--- config.mk ---
export PLATFORM = sky130hd
export DESIGN_NAME = pipe_stage_reg
export DESIGN_NICKNAME = d
export VERILOG_FILES = /design/src/rtl/pipe_stage_reg.sv
export SDC_FILE = /design/constraint.sdc
export NUM_CORES = 1
export LEC_CHECK = 0
export BUFFER_PORTS_ARGS = -buffer_cell sky130_fd_sc_hd__buf_2
export CORE_MARGIN = 5
export CORE_UTILIZATION = 46
export CTS_CLUSTER_DIAMETER = 120
export DETAILED_ROUTE_END_ITERATION = 6
export PLACE_DENSITY = 0.7
export SLEW_MARGIN = 20
export SYNTH_ARGS = -nofsm -noshare
export SYNTH_HDL_FRONTEND = slang
export SYNTH_SLANG_ARGS = --single-unit
--- constraint.sdc ---
create_clock -name clk -period 18.1 [get_ports clk]
set_clock_uncertainty 0.05 [all_clocks]
set_input_delay 3.62 -clock clk [delete_from_list [all_inputs] [get_ports clk]]
set_output_delay 3.62 -clock clk [all_outputs]
set_load 0.01 [all_outputs]
--- src/rtl/pipe_stage_reg.sv ---
`default_nettype none
// ============================================================================
// Module   : pipe_stage_reg
// Brief    : Elastic pipeline-stage register with valid/ready handshake,
//            two-entry skid buffer, flush, bubble insertion and stall counter.
// Revision : 1.0
// ============================================================================
module pipe_stage_reg #(
  parameter int CTRL_W = 12,
  parameter int DATA_W = 176,
  parameter int CNT_W  = 16
) (
  input  logic              clk,
  input  logic              reset,
  input  logic              in_valid,
  output logic              in_ready,
  input  logic [CTRL_W-1:0] in_ctrl,
  input  logic [DATA_W-1:0] in_data,
  input  logic              flush,
  output logic              out_valid,
  input  logic              out_ready,
  output logic [CTRL_W-1:0] out_ctrl,
  output logic [DATA_W-1:0] out_data,
  output logic [1:0]        occupancy,
  output logic [CNT_W-1:0]  stall_cnt
);

  logic              main_valid_q, main_valid_d;
  logic [CTRL_W-1:0] main_ctrl_q,  main_ctrl_d;
  logic [DATA_W-1:0] main_data_q,  main_data_d;
  logic              skid_valid_q, skid_valid_d;
  logic [CTRL_W-1:0] skid_ctrl_q,  skid_ctrl_d;
  logic [DATA_W-1:0] skid_data_q,  skid_data_d;
  logic [CNT_W-1:0]  stall_cnt_q,  stall_cnt_d;

  logic accept;
  logic pop;

  // The skid entry is only ever occupied behind a valid main entry, so
  // ready depends on the skid valid bit alone.
  assign in_ready  = ~skid_valid_q;
  assign accept    = in_valid & in_ready & ~flush;
  assign pop       = main_valid_q & out_ready;

  assign out_valid = main_valid_q;
  assign out_ctrl  = main_valid_q ? main_ctrl_q : '0;
  assign out_data  = main_data_q;
  assign occupancy = {1'b0, main_valid_q} + {1'b0, skid_valid_q};
  assign stall_cnt = stall_cnt_q;

  always_comb begin
    main_valid_d = main_valid_q;
    main_ctrl_d  = main_ctrl_q;
    main_data_d  = main_data_q;
    skid_valid_d = skid_valid_q;
    skid_ctrl_d  = skid_ctrl_q;
    skid_data_d  = skid_data_q;

    if (flush) begin
      // Squash only the valid bits; data registers keep their contents.
      main_valid_d = 1'b0;
      skid_valid_d = 1'b0;
    end else if (!main_valid_q) begin
      if (accept) begin
        main_valid_d = 1'b1;
        main_ctrl_d  = in_ctrl;
        main_data_d  = in_data;
      end
    end else if (!skid_valid_q) begin
      if (accept && pop) begin
        main_ctrl_d  = in_ctrl;
        main_data_d  = in_data;
      end else if (accept) begin
        skid_valid_d = 1'b1;
        skid_ctrl_d  = in_ctrl;
        skid_data_d  = in_data;
      end else if (pop) begin
        main_valid_d = 1'b0;
      end
    end else if (pop) begin
      main_ctrl_d  = skid_ctrl_q;
      main_data_d  = skid_data_q;
      skid_valid_d = 1'b0;
    end
  end

  always_comb begin
    stall_cnt_d = stall_cnt_q;
    if (main_valid_q && !out_ready && (stall_cnt_q != {CNT_W{1'b1}})) begin
      stall_cnt_d = stall_cnt_q + CNT_W'(1);
    end
  end

  always_ff @(posedge clk or posedge reset) begin
    if (reset) begin
      main_valid_q <= 1'b0;
      main_ctrl_q  <= '0;
      main_data_q  <= '0;
      skid_valid_q <= 1'b0;
      skid_ctrl_q  <= '0;
      skid_data_q  <= '0;
      stall_cnt_q  <= '0;
    end else begin
      main_valid_q <= main_valid_d;
      main_ctrl_q  <= main_ctrl_d;
      main_data_q  <= main_data_d;
      skid_valid_q <= skid_valid_d;
      skid_ctrl_q  <= skid_ctrl_d;
      skid_data_q  <= skid_data_d;
      stall_cnt_q  <= stall_cnt_d;
    end
  end

endmodule
`default_nettype wire

==> Yosys cells after proc, flatten, opt, wreduce, memory -nomap -nowiden <==
Cells that the tools add are included.
{ "word_totals": {"register_bits": 394, "latchBits": 0, "ram_bits": 0, "romBits": 0, "word_cells": 48, "mem_count": 0} }
{ "classes": {"add_sub_neg": 2, "mul": 0, "n_div": 0, "n_lt_le_gt_ge": 0, "eq_ne": 3, "shift": 0, "muxes": 22, "n_bitwise": 6, "n_reduce_logical": 8} }
{ "op_table": {"columns": ["cell", "count"], "rows": [
  ["$mux W176", 5],
  ["$mux W12", 6],
  ["$add A16 B1 Y16 const B", 1],
  ["$ne A16 B16 Y1 const B", 1],
  ["$mux W1", 11],
  ["$reduce_and A5 Y1", 1],
  ["$reduce_and A4 Y1", 1],
  ["$reduce_bool A2 Y1", 2],
  ["$and A1 B1 Y1", 3],
  ["$logic_and A1 B1 Y1", 3],
  ["$ne A3 B1 Y1 const B", 1],
  ["$ne A3 B2 Y1 const B", 1],
  ["$not A1 Y1", 3],
  ["$add A1 B1 Y2", 1],
  ["$logic_not A1 Y1", 1]
]} }

==> Logic depth before layout (Yosys ltp) <==
Gate-level depths: netlist of the first run.
{ "depth": {"ltp_word": 8, "ltp_mapped": 9} }

==> Worst setup path before layout of the first run <==
No wires, ideal clock.
{ "synth_timing": {"path_kind": "in2reg", "from": "input port in_valid", "to": "register main_data_q[100] (netlist: out_data[100])", "setup_ns": 0.125, "arrival_time_ns": 4.875, "path_slack_ns": 13.050, "cell_stages": 7, "n_path_buf": 3, "cell_sequence": "or2b_4 nor2_1 o21ba_2 buf_2 buf_6 buf_6 mux2_2"} }
{ "synth_between": {"elab_chain_cells": 5} }
{ "synth_lines": {"columns": ["item", "line", "source"], "rows": [
  ["start: declaration", "15", "input logic in_valid,"],
  ["$and A1 B1 Y1 (*) (2 in series)", "42", "assign accept = in_valid & in_ready & ~flush;"],
  ["$logic_and A1 B1 Y1", "70", "if (accept && pop) begin"],
  ["$ne A3 B1 Y1 (no line)", null, null],
  ["$reduce_and A4 Y1 (no line) (*)", null, null],
  ["end signal: assignment", "106", "main_data_q <= main_data_d;"],
  ["end: declaration", "30", "logic [DATA_W-1:0] main_data_q, main_data_d;"]
]} }
Every way passes the cells marked *; elsewhere a longest branch is shown, timed or not.
A chain may end at the register's enable or synchronous reset.

==> Final worst setup path of the first run <==
{ "layout_timing": {"from": "input port out_ready", "to": "register skid_data_q[69]"} }
{ "layout_between": {"elab_chain_cells": 4} }
{ "layout_lines": {"columns": ["item", "line", "source"], "rows": [
  ["start: declaration", "21", "input logic out_ready,"],
  ["$and A1 B1 Y1", "43", "assign pop = main_valid_q & out_ready;"],
  ["$logic_and A1 B1 Y1", "70", null],
  ["$not A1 Y1 (no line)", null, null],
  ["$reduce_and A5 Y1 (no line)", null, null],
  ["end signal: assignment", "109", "skid_data_q <= skid_data_d;"],
  ["end: declaration", "33", "logic [DATA_W-1:0] skid_data_q, skid_data_d;"]
]} }
No other way between the ends.

==> flow_summary.json, run 1 <==
{
  "status": "completed",
  "place_hpwl_um": 25900,
  "grt_max_degree": 137,
  "detail_route.wl_per_cell_um": 19.4,
  "timing.rr.start": "out_valid",
  "hold_depth": 1,
  "yosys.area_share.xor_xnor": 0.00609,
  "max_cap_viol_count": 0,
  "cts.htree.levels": 2,
  "p_leak_nw": 9.71,
  "holdCritStartpoint": "skid_data_q[165]",
  "cts_max_path_buffers": 3,
  "ys_seq_elements": 394,
  "crit_chain": "buf_2, inv_1, nand2_1, nor3_4, buf_4, buf_4, mux2_2",
  "cp_max_fo": 65,
  "max_stage_delay_ns": 0.84,
  "core_area_um2": 37300,
  "rrSetupSlack_ns": 14.32,
  "slew_headroom": 0.299,
  "synth-warning-count": 0,
  "fillerInstances": 3087,
  "cts_sinks": 394,
  "fin_util": 0.562,
  "grt_pass1_vias": 11200,
  "cts-resized-gates": 0,
  "period_minus_slack_ns": 5.90,
  "fin_tns_setup_ns": 0,
  "ys_top_cells_by_count": "mux2_2 (527), dfrtp_1 (394), mux2_1 (38), buf_2 (25), buf_4 (17)",
  "gp_congestion": 0.805,
  "postRouteAntennaNets": 0,
  "synthDistinctLibCells": 38,
  "drc_errors": 0,
  "die_area_um2": 41500,
  "worstSetupStartpointType": "primary input",
  "arrival_ns": 6.28,
  "clk_pin_slew_ns": 0.06,
  "synthMuxAreaShare": 0.369,
  "rows": 71,
  "cts_tree": "done",
  "synthMostInstantiatedCell": "mux2_2",
  "gr-total-overflow": 0,
  "vias": 10400,
  "cp_data_required_time_ns": 18.48,
  "grt_pass1_wl_um": 62400,
  "areaGrowthSynthToFinish_pct": 21.5,
  "clk_latency_ns": 0.56,
  "first_pass_iters": 4,
  "setup-violations-final": 0,
  "cts_setup_buffers": 0,
  "period_share": 0.326,
  "fp.dieW_um": 204,
  "antenna_found_initial": 9,
  "yosysSeqAreaShare": 0.571,
  "critPathSlowestCell": "buf_4",
  "mappedNetlistArea_um2": 17300,
  "hp-class": "flip-flop to flip-flop",
  "finalHoldViolations": 0,
  "end_kind": "flip-flop",
  "synth.area.top_cells": "dfrtp_1 (57%), mux2_2 (34%), mux2_1 (2.5%)",
  "crit_top_cell": "buf_4",
  "r2r-end": "out_data[2]",
  "path_class": "primary input to flip-flop",
  "cts-hold-fix-buffers": 0,
  "synth_compound_area_frac": 0.00609,
  "synth_top_area_cell": "dfrtp_1",
  "ios": 401,
  "fin_nets": 1698,
  "root_buffer": "clkbuf_16",
  "rsz0062_at_grt": "no",
  "syn_inst": 1110,
  "grtUsageTotal": 0.186,
  "fmax_ghz": 0.170,
  "fp.dieH_um": 204,
  "vias_per_cell": 5.18,
  "ys.flop_type": "dfrtp_1",
  "async_flop_share": 1.00,
  "port_buffers": 400,
  "synth_edf_count": 0,
  "maxSlewViolCount": 0,
  "rr_worst_depth": 5,
  "cts_buffers": 44,
  "power.density_nw_per_um2": 124,
  "wirelength_um": 39000,
  "ir_worst_vdd_mv": 0.0893,
  "synth_top_family_by_area": "multiplexers",
  "synth-simple-area-share": 0.0189,
  "synth_top_area_share": 0.571,
  "syn-num-nets": 1306,
  "synth-adder-area-share": 0.00218,
  "avgSynthCellArea_um2": 15.5,
  "hold_path_end": "skid_data_q[165]",
  "worst_pin_slew_ns": 1.05,
  "drtIter0Drc": 352,
  "drive_gt1_frac": 0.659,
  "start_util": 0.462
}
## metal layers
metal,GRT usage,part of all wire
met5,0,0.0012
met1,0.239,0.42
met4,0.0788,0.035
met3,0.0555,0.069
met2,0.296,0.48
## flip-flops by register name, indices dropped and copies added (netlist names)
register	cells
stall_cnt	16
main_ctrl_q	12
out_data	176
skid_ctrl_q	12
skid_data_q	176
skid_valid_q	1
out_valid	1
## cell usage in the layout, fill, tap and decap left out, types with 4 or more instances in the layout
cell type / count
and2_1: 13
buf_2: 400
buf_4: 10
clkbuf_1: 11
clkbuf_16: 45
clkbuf_8: 11
clkinv_2: 7
dfrtp_1: 394
diode_2: 4
inv_1: 4
mux2_1: 38
mux2_2: 527
nand2_1: 6
nand3_1: 4
nand4_1: 5
nor2_1: 5
nor4_1: 5
xor2_1: 10
## cell families after synthesis
group	Yosys count
XOR/XNOR	12
adder cells (fa/ha/maj)	3
buffers and inverters	69
AO/OA/AOI/OAI	14
AND/OR/NAND/NOR	53
flip-flops	394
multiplexers	565
## stage by stage
stage               total power (W)  worst slack, ns  instances  hold slack (ns)  instance area (um^2)
global placement            0.00172            11.60       1930            0.413                 19500
global route                0.00275            11.91       2014            0.451                 21000
detailed placement          0.00175            11.56       1930            0.421                 19500
CTS                         0.00265            12.17       2010            0.434                 21000
floorplan                   0.00153             3.48       1110            0.404                 17300
finish                      0.00261            12.20       2014            0.430                 21000
## worst max path at each step
stage,cells after the start,slack [ns],startpoint,endpoint
floorplan,1,3.48,reset,main_ctrl_q[0]
global placement,6,11.60,in_valid,out_data[167]
detailed placement,6,11.56,in_valid,out_data[168]
CTS,6,12.17,in_valid,out_data[134]
global route,4,11.91,reset,out_data[85]
finish,7,12.20,out_ready,skid_data_q[69]
## area by class of cell
| type | instances | area (um^2) | share of cell area |
|---|---|---|---|
| multi-input cells | 647 | 6960 | 0.332 |
| inverters | 5 | 26.3 | 0.00125 |
| diodes | 4 | 10.0 | 0.000477 |
| clock buffers | 67 | 1320 | 0.0629 |
| well taps | 474 | 593 | 0.0283 |
| flip-flops and latches | 394 | 9860 | 0.470 |
| repair buffers | 410 | 2080 | 0.0990 |
| clock inverters | 13 | 129 | 0.00615 |
## critical path: cells and delay by family
family	cells	cell delay [ns]
buffers and inverters	4	1.78
multiplexers	1	0.41
AND/OR/NAND/NOR	2	0.33
## power by group
| part | internal, W | switching [W] | total [W] |
|---|---|---|---|
| Combinational | 0.000281 | 0.000225 | 0.000506 |
| Clock | 0.000531 | 0.000355 | 0.000886 |
| Sequential | 0.00110 | 0.000114 | 0.00122 |
| Total | 0.00192 | 0.000694 | 0.00261 |
Power figures use the tool's default switching activity.
==> run 2, diff against run 1 <==
--- a/config.mk
+++ b/config.mk
@@ -10,7 +10,7 @@
 export CORE_UTILIZATION = 46
 export CTS_CLUSTER_DIAMETER = 120
 export DETAILED_ROUTE_END_ITERATION = 6
-export PLACE_DENSITY = 0.7
+export PLACE_DENSITY = 0.73
 export SLEW_MARGIN = 20
 export SYNTH_ARGS = -nofsm -noshare
 export SYNTH_HDL_FRONTEND = slang
==> constraint.sdc (replaced) <==
create_clock -name clk -period 5.2 [get_ports clk]
set_clock_uncertainty 0.05 [all_clocks]
set_input_delay 1.04 -clock clk [delete_from_list [all_inputs] [get_ports clk]]
set_output_delay 1.04 -clock clk [all_outputs]
set_load 0.01 [all_outputs]
==> flow_summary.json, run 2 (same netlist as run 1, synthesis figures left out) <==
{
  "ir_worst_vdd_mv": 0.291,
  "core_area_um2": 37300,
  "place_area_um2": 19600,
  "antenna_found_initial": 13,
  "power.density_nw_per_um2": 435,
  "fmax_ghz": 0.331,
  "slew_headroom": 0.395,
  "maxSlewViolCount": 0,
  "start_util": 0.462,
  "cts_tree": "done",
  "port_buffers": 400,
  "grt_pass1_vias": 11300,
  "detail_route.wl_per_cell_um": 19.1,
  "place_hpwl_um": 26300,
  "period_minus_slack_ns": 3.02,
  "wirelength_um": 38700,
  "path_class": "flip-flop to flip-flop",
  "clk_pin_slew_ns": 0.06,
  "gr-total-overflow": 0,
  "finalHoldViolations": 0,
  "cts_sinks": 394,
  "cts-hold-fix-buffers": 0,
  "layout_common_cells": "mux2_2 (527), buf_2 (400), dfrtp_1 (394)",
  "grt_pass1_wl_um": 61400,
  "worstSetupStartpointType": "flip-flop",
  "fp.dieW_um": 204,
  "cts_buffers": 44,
  "regArea_um2": 9860,
  "first_pass_iters": 4,
  "setup-violations-final": 0,
  "cp_max_fo": 60,
  "rows": 71,
  "fp.dieH_um": 204,
  "p_leak_nw": 9.79,
  "fin_util": 0.567,
  "cp_data_required_time_ns": 5.58,
  "fin_nets": 1701,
  "vias_per_cell": 5.26,
  "fin_hold_ws_ns": 0.432,
  "final_common_cell": "mux2_2",
  "hp-class": "flip-flop to flip-flop",
  "period_share": 0.581,
  "areaGrowthSynthToFinish_pct": 22.7,
  "fin_area_um2": 21200,
  "grt_max_degree": 132,
  "rsz0062_at_grt": "no",
  "gp_congestion": 0.820,
  "cts_max_path_buffers": 3,
  "fin_tns_setup_ns": 0,
  "fillerInstances": 3078,
  "status": "completed",
  "drive_gt1_frac": 0.662,
  "max_cap_viol_count": 0,
  "end_kind": "flip-flop",
  "worst_pin_slew_ns": 0.908,
  "cts_setup_buffers": 0,
  "root_buffer": "clkbuf_16",
  "postRouteAntennaNets": 0,
  "drtIter0Drc": 429,
  "drc_errors": 0,
  "grtUsageTotal": 0.183,
  "arrival_ns": 3.40,
  "multi_input_area_um2": 6960,
  "cts-resized-gates": 0,
  "clk_latency_ns": 0.55,
  "vias": 10600,
  "die_area_um2": 41500,
  "cts.htree.levels": 2,
  "ios": 401
}
-- run 2: changes by cell type in the layout (fill, tap and decap cells not counted), sizes merged --
cell / before / now
clkinv: 7 / 10
bufinv: 2 / 3
inv: 8 / 5
buf: 410 / 413
diode: 4 / 9
clkinvlp: 1 / 2
clkbuf: 67 / 66
-- run 2: final timing paths --
path | startpoint | end | slack (ns) | depth (start not counted)
min | skid_data_q[30] | skid_data_q[30] | 0.43 | 1
max in group asynchronous | reset | skid_data_q[48] | 3.39 | 3
min in group asynchronous | reset | skid_data_q[119] | 0.56 | 2
max reg2reg | out_valid | out_data[164] | 2.18 | 5
max | out_valid | out_data[164] | 2.18 | 5
min reg2reg | skid_data_q[30] | skid_data_q[30] | 0.43 | 1
-- run 2: power by group --
group	switching [W]	internal [W]	total, W
combinational	0.000786	0.000985	0.00177
clock	0.00123	0.00195	0.00318
sequential	0.000403	0.00385	0.00425
-- run 2: stage by stage --
step | total power (W) | worst slack, ns | instances
after floorplan | 0.00534 | -1.19 | 1110
after global placement | 0.00599 | 2.03 | 1933
after global routing | 0.00969 | 2.00 | 2020
final | 0.00920 | 2.18 | 2023
after CTS | 0.00934 | 2.12 | 2014
after detailed placement | 0.00610 | 1.99 | 1933
-- run 2: layer usage --
layer / share of wire / GRT usage / vias up
met3: 0.069 / 0.0539 / 82
met1: 0.40 / 0.221 / 5440
met5: 0.0018 / 0 / -
li1: - / - / 4817
met4: 0.032 / 0.0740 / 10
met2: 0.50 / 0.307 / 282
-- run 2: critical path, stage by stage, from the launching register on --
cell	delay, ns
dfrtp_1	0.67
ha_1	0.40
a211oi_1	0.29
o21ba_4	0.66
buf_12	0.40
mux2_2	0.39
-- run 2: cell type report --
class,count,area share
well taps,474,0.0280
repair buffers,413,0.103
clock buffers,66,0.0641
diodes,9,0.00106
clock inverters,15,0.00792
inverters,5,0.00106
multi-input cells,647,0.329
flip-flops and latches,394,0.466
==> run 3, diff against run 2 <==
--- a/config.mk
+++ b/config.mk
@@ -10,7 +10,7 @@
 export CORE_UTILIZATION = 46
 export CTS_CLUSTER_DIAMETER = 120
 export DETAILED_ROUTE_END_ITERATION = 6
-export PLACE_DENSITY = 0.73
+export PLACE_DENSITY = 0.7
 export SLEW_MARGIN = 20
 export SYNTH_ARGS = -nofsm -noshare
 export SYNTH_HDL_FRONTEND = slang
==> constraint.sdc (replaced) <==
create_clock -name clk -period 2.9 [get_ports clk]
set_clock_uncertainty 0.05 [all_clocks]
set_input_delay 0.58 -clock clk [delete_from_list [all_inputs] [get_ports clk]]
set_output_delay 0.58 -clock clk [all_outputs]
set_load 0.01 [all_outputs]
==> flow_summary.json, run 3 (same netlist as run 1, synthesis figures left out) <==
{
  "status": "completed",
  "place_hpwl_um": 28100,
  "core_area_um2": 37300,
  "final_common_cell": "mux2_2",
  "antenna_found_initial": 15,
  "p_leak_nw": 9.86,
  "end_kind": "flip-flop",
  "cts_setup_buffers": 0,
  "cp_max_fo": 51,
  "dp_cells": 1954,
  "fin_hold_ws_ns": 0.210,
  "first_pass_iters": 4,
  "cts-resized-gates": 0,
  "period_minus_slack_ns": 2.57,
  "maxSlewViolCount": 0,
  "cts.htree.levels": 2,
  "cpLargestDelayFamily": "compound AO/OA/AOI/OAI gates",
  "critPathBufInv": 2,
  "grtUsageTotal": 0.192,
  "crit_chain": "inv_1, ha_1, a211oi_1, o21ba_4, buf_12, mux2_2",
  "fin_nets": 1721,
  "cts_sinks": 394,
  "finalHoldViolations": 0,
  "fin_util": 0.571,
  "arrival_ns": 2.95,
  "max_stage_delay_ns": 0.53,
  "rsz0062_at_grt": "no",
  "fin_ws_ns": 0.335,
  "ios": 401,
  "wirelength_um": 40200,
  "worst_pin_slew_ns": 0.688,
  "clk_pin_slew_ns": 0.06,
  "critPathSlowestCell": "dfrtp_1",
  "layout_common_cells": "mux2_2 (527), buf_2 (400), dfrtp_1 (394)",
  "grt_pass1_wl_um": 63900,
  "vias_per_cell": 5.21,
  "port_buffers": 400,
  "cts_max_path_buffers": 3,
  "areaGrowthSynthToFinish_pct": 23.4,
  "start_util": 0.462,
  "cp_data_required_time_ns": 3.28,
  "period_share": 0.885,
  "rows": 71,
  "worstSetupStartpointType": "flip-flop",
  "grt_pass1_vias": 11600,
  "fin_area_um2": 21300,
  "die_area_um2": 41500,
  "fmax_ghz": 0.390,
  "gr-total-overflow": 0,
  "path_class": "flip-flop to flip-flop",
  "root_buffer": "clkbuf_16",
  "setup-violations-final": 0,
  "hp-class": "primary input to flip-flop",
  "gp_congestion": 0.791,
  "drtIter0Drc": 317,
  "layout.cells.non_filler": 2037,
  "cts_tree": "done",
  "grt_max_degree": 109,
  "fp.dieW_um": 204,
  "slew_headroom": 0.537,
  "cts_buffers": 42,
  "clk_latency_ns": 0.56,
  "max_cap_viol_count": 0,
  "place_ws_ns": 0.317,
  "detail_route.wl_per_cell_um": 19.7,
  "place_area_um2": 19900,
  "drc_errors": 0,
  "power.density_nw_per_um2": 761,
  "fp.dieH_um": 204,
  "drive_gt1_frac": 0.665,
  "vias": 10600,
  "ir_worst_vdd_mv": 0.467,
  "postRouteAntennaNets": 0
}
[run 3: what timing repair did]
item | 4_1_cts | 5_1_grt
endpoints found under the setup margin | 0 | 0
hold endpoints to repair | 8 | 0
hold buffers | 1 | 0
[run 3: path summary, 6_finish.rpt]
path | startpoint | cells past startpoint | end | slack (ns)
setup / recovery | skid_valid_q | 6 | out_data[41] | 0.33
hold / removal | in_data[22] | 2 | skid_data_q[22] | 0.21
setup reg to reg | skid_valid_q | 6 | out_data[41] | 0.33
hold reg to reg | skid_data_q[50] | 1 | skid_data_q[50] | 0.43
max in group asynchronous | reset | 5 | skid_data_q[54] | 1.30
min in group asynchronous | reset | 3 | skid_data_q[136] | 0.51
[run 3: routing by layer]
metal	vias up	global-route usage	wire, um
li1	4834	-	-
met5	-	0	83
met1	5389	0.237	16200
met3	90	0.0555	2810
met2	287	0.316	19600
met4	14	0.0807	1400
[run 3: stage by stage]
step	total power, W	TNS [ns]
detailed placement	0.0110	0
finish	0.0162	0
global route	0.0170	0
CTS	0.0164	0
global placement	0.0108	0
floorplan	0.00958	-1194.55
[run 3: layout make-up]
| cell class | count | area (um^2) |
|---|---|---|
| inverters | 5 | 22.5 |
| diodes | 8 | 20.0 |
| fillers | 3075 | 16000 |
| flip-flops and latches | 394 | 9860 |
| clock inverters | 11 | 111 |
| well taps | 474 | 593 |
| multi-input cells | 647 | 6960 |
| repair buffers | 435 | 2440 |
| clock buffers | 63 | 1280 |
[run 3: report_power, final]
group | internal (W) | switching [W]
Sequential | 0.00690 | 0.000732
Clock | 0.00322 | 0.00213
Combinational | 0.00180 | 0.00142
Total | 0.0119 | 0.00428
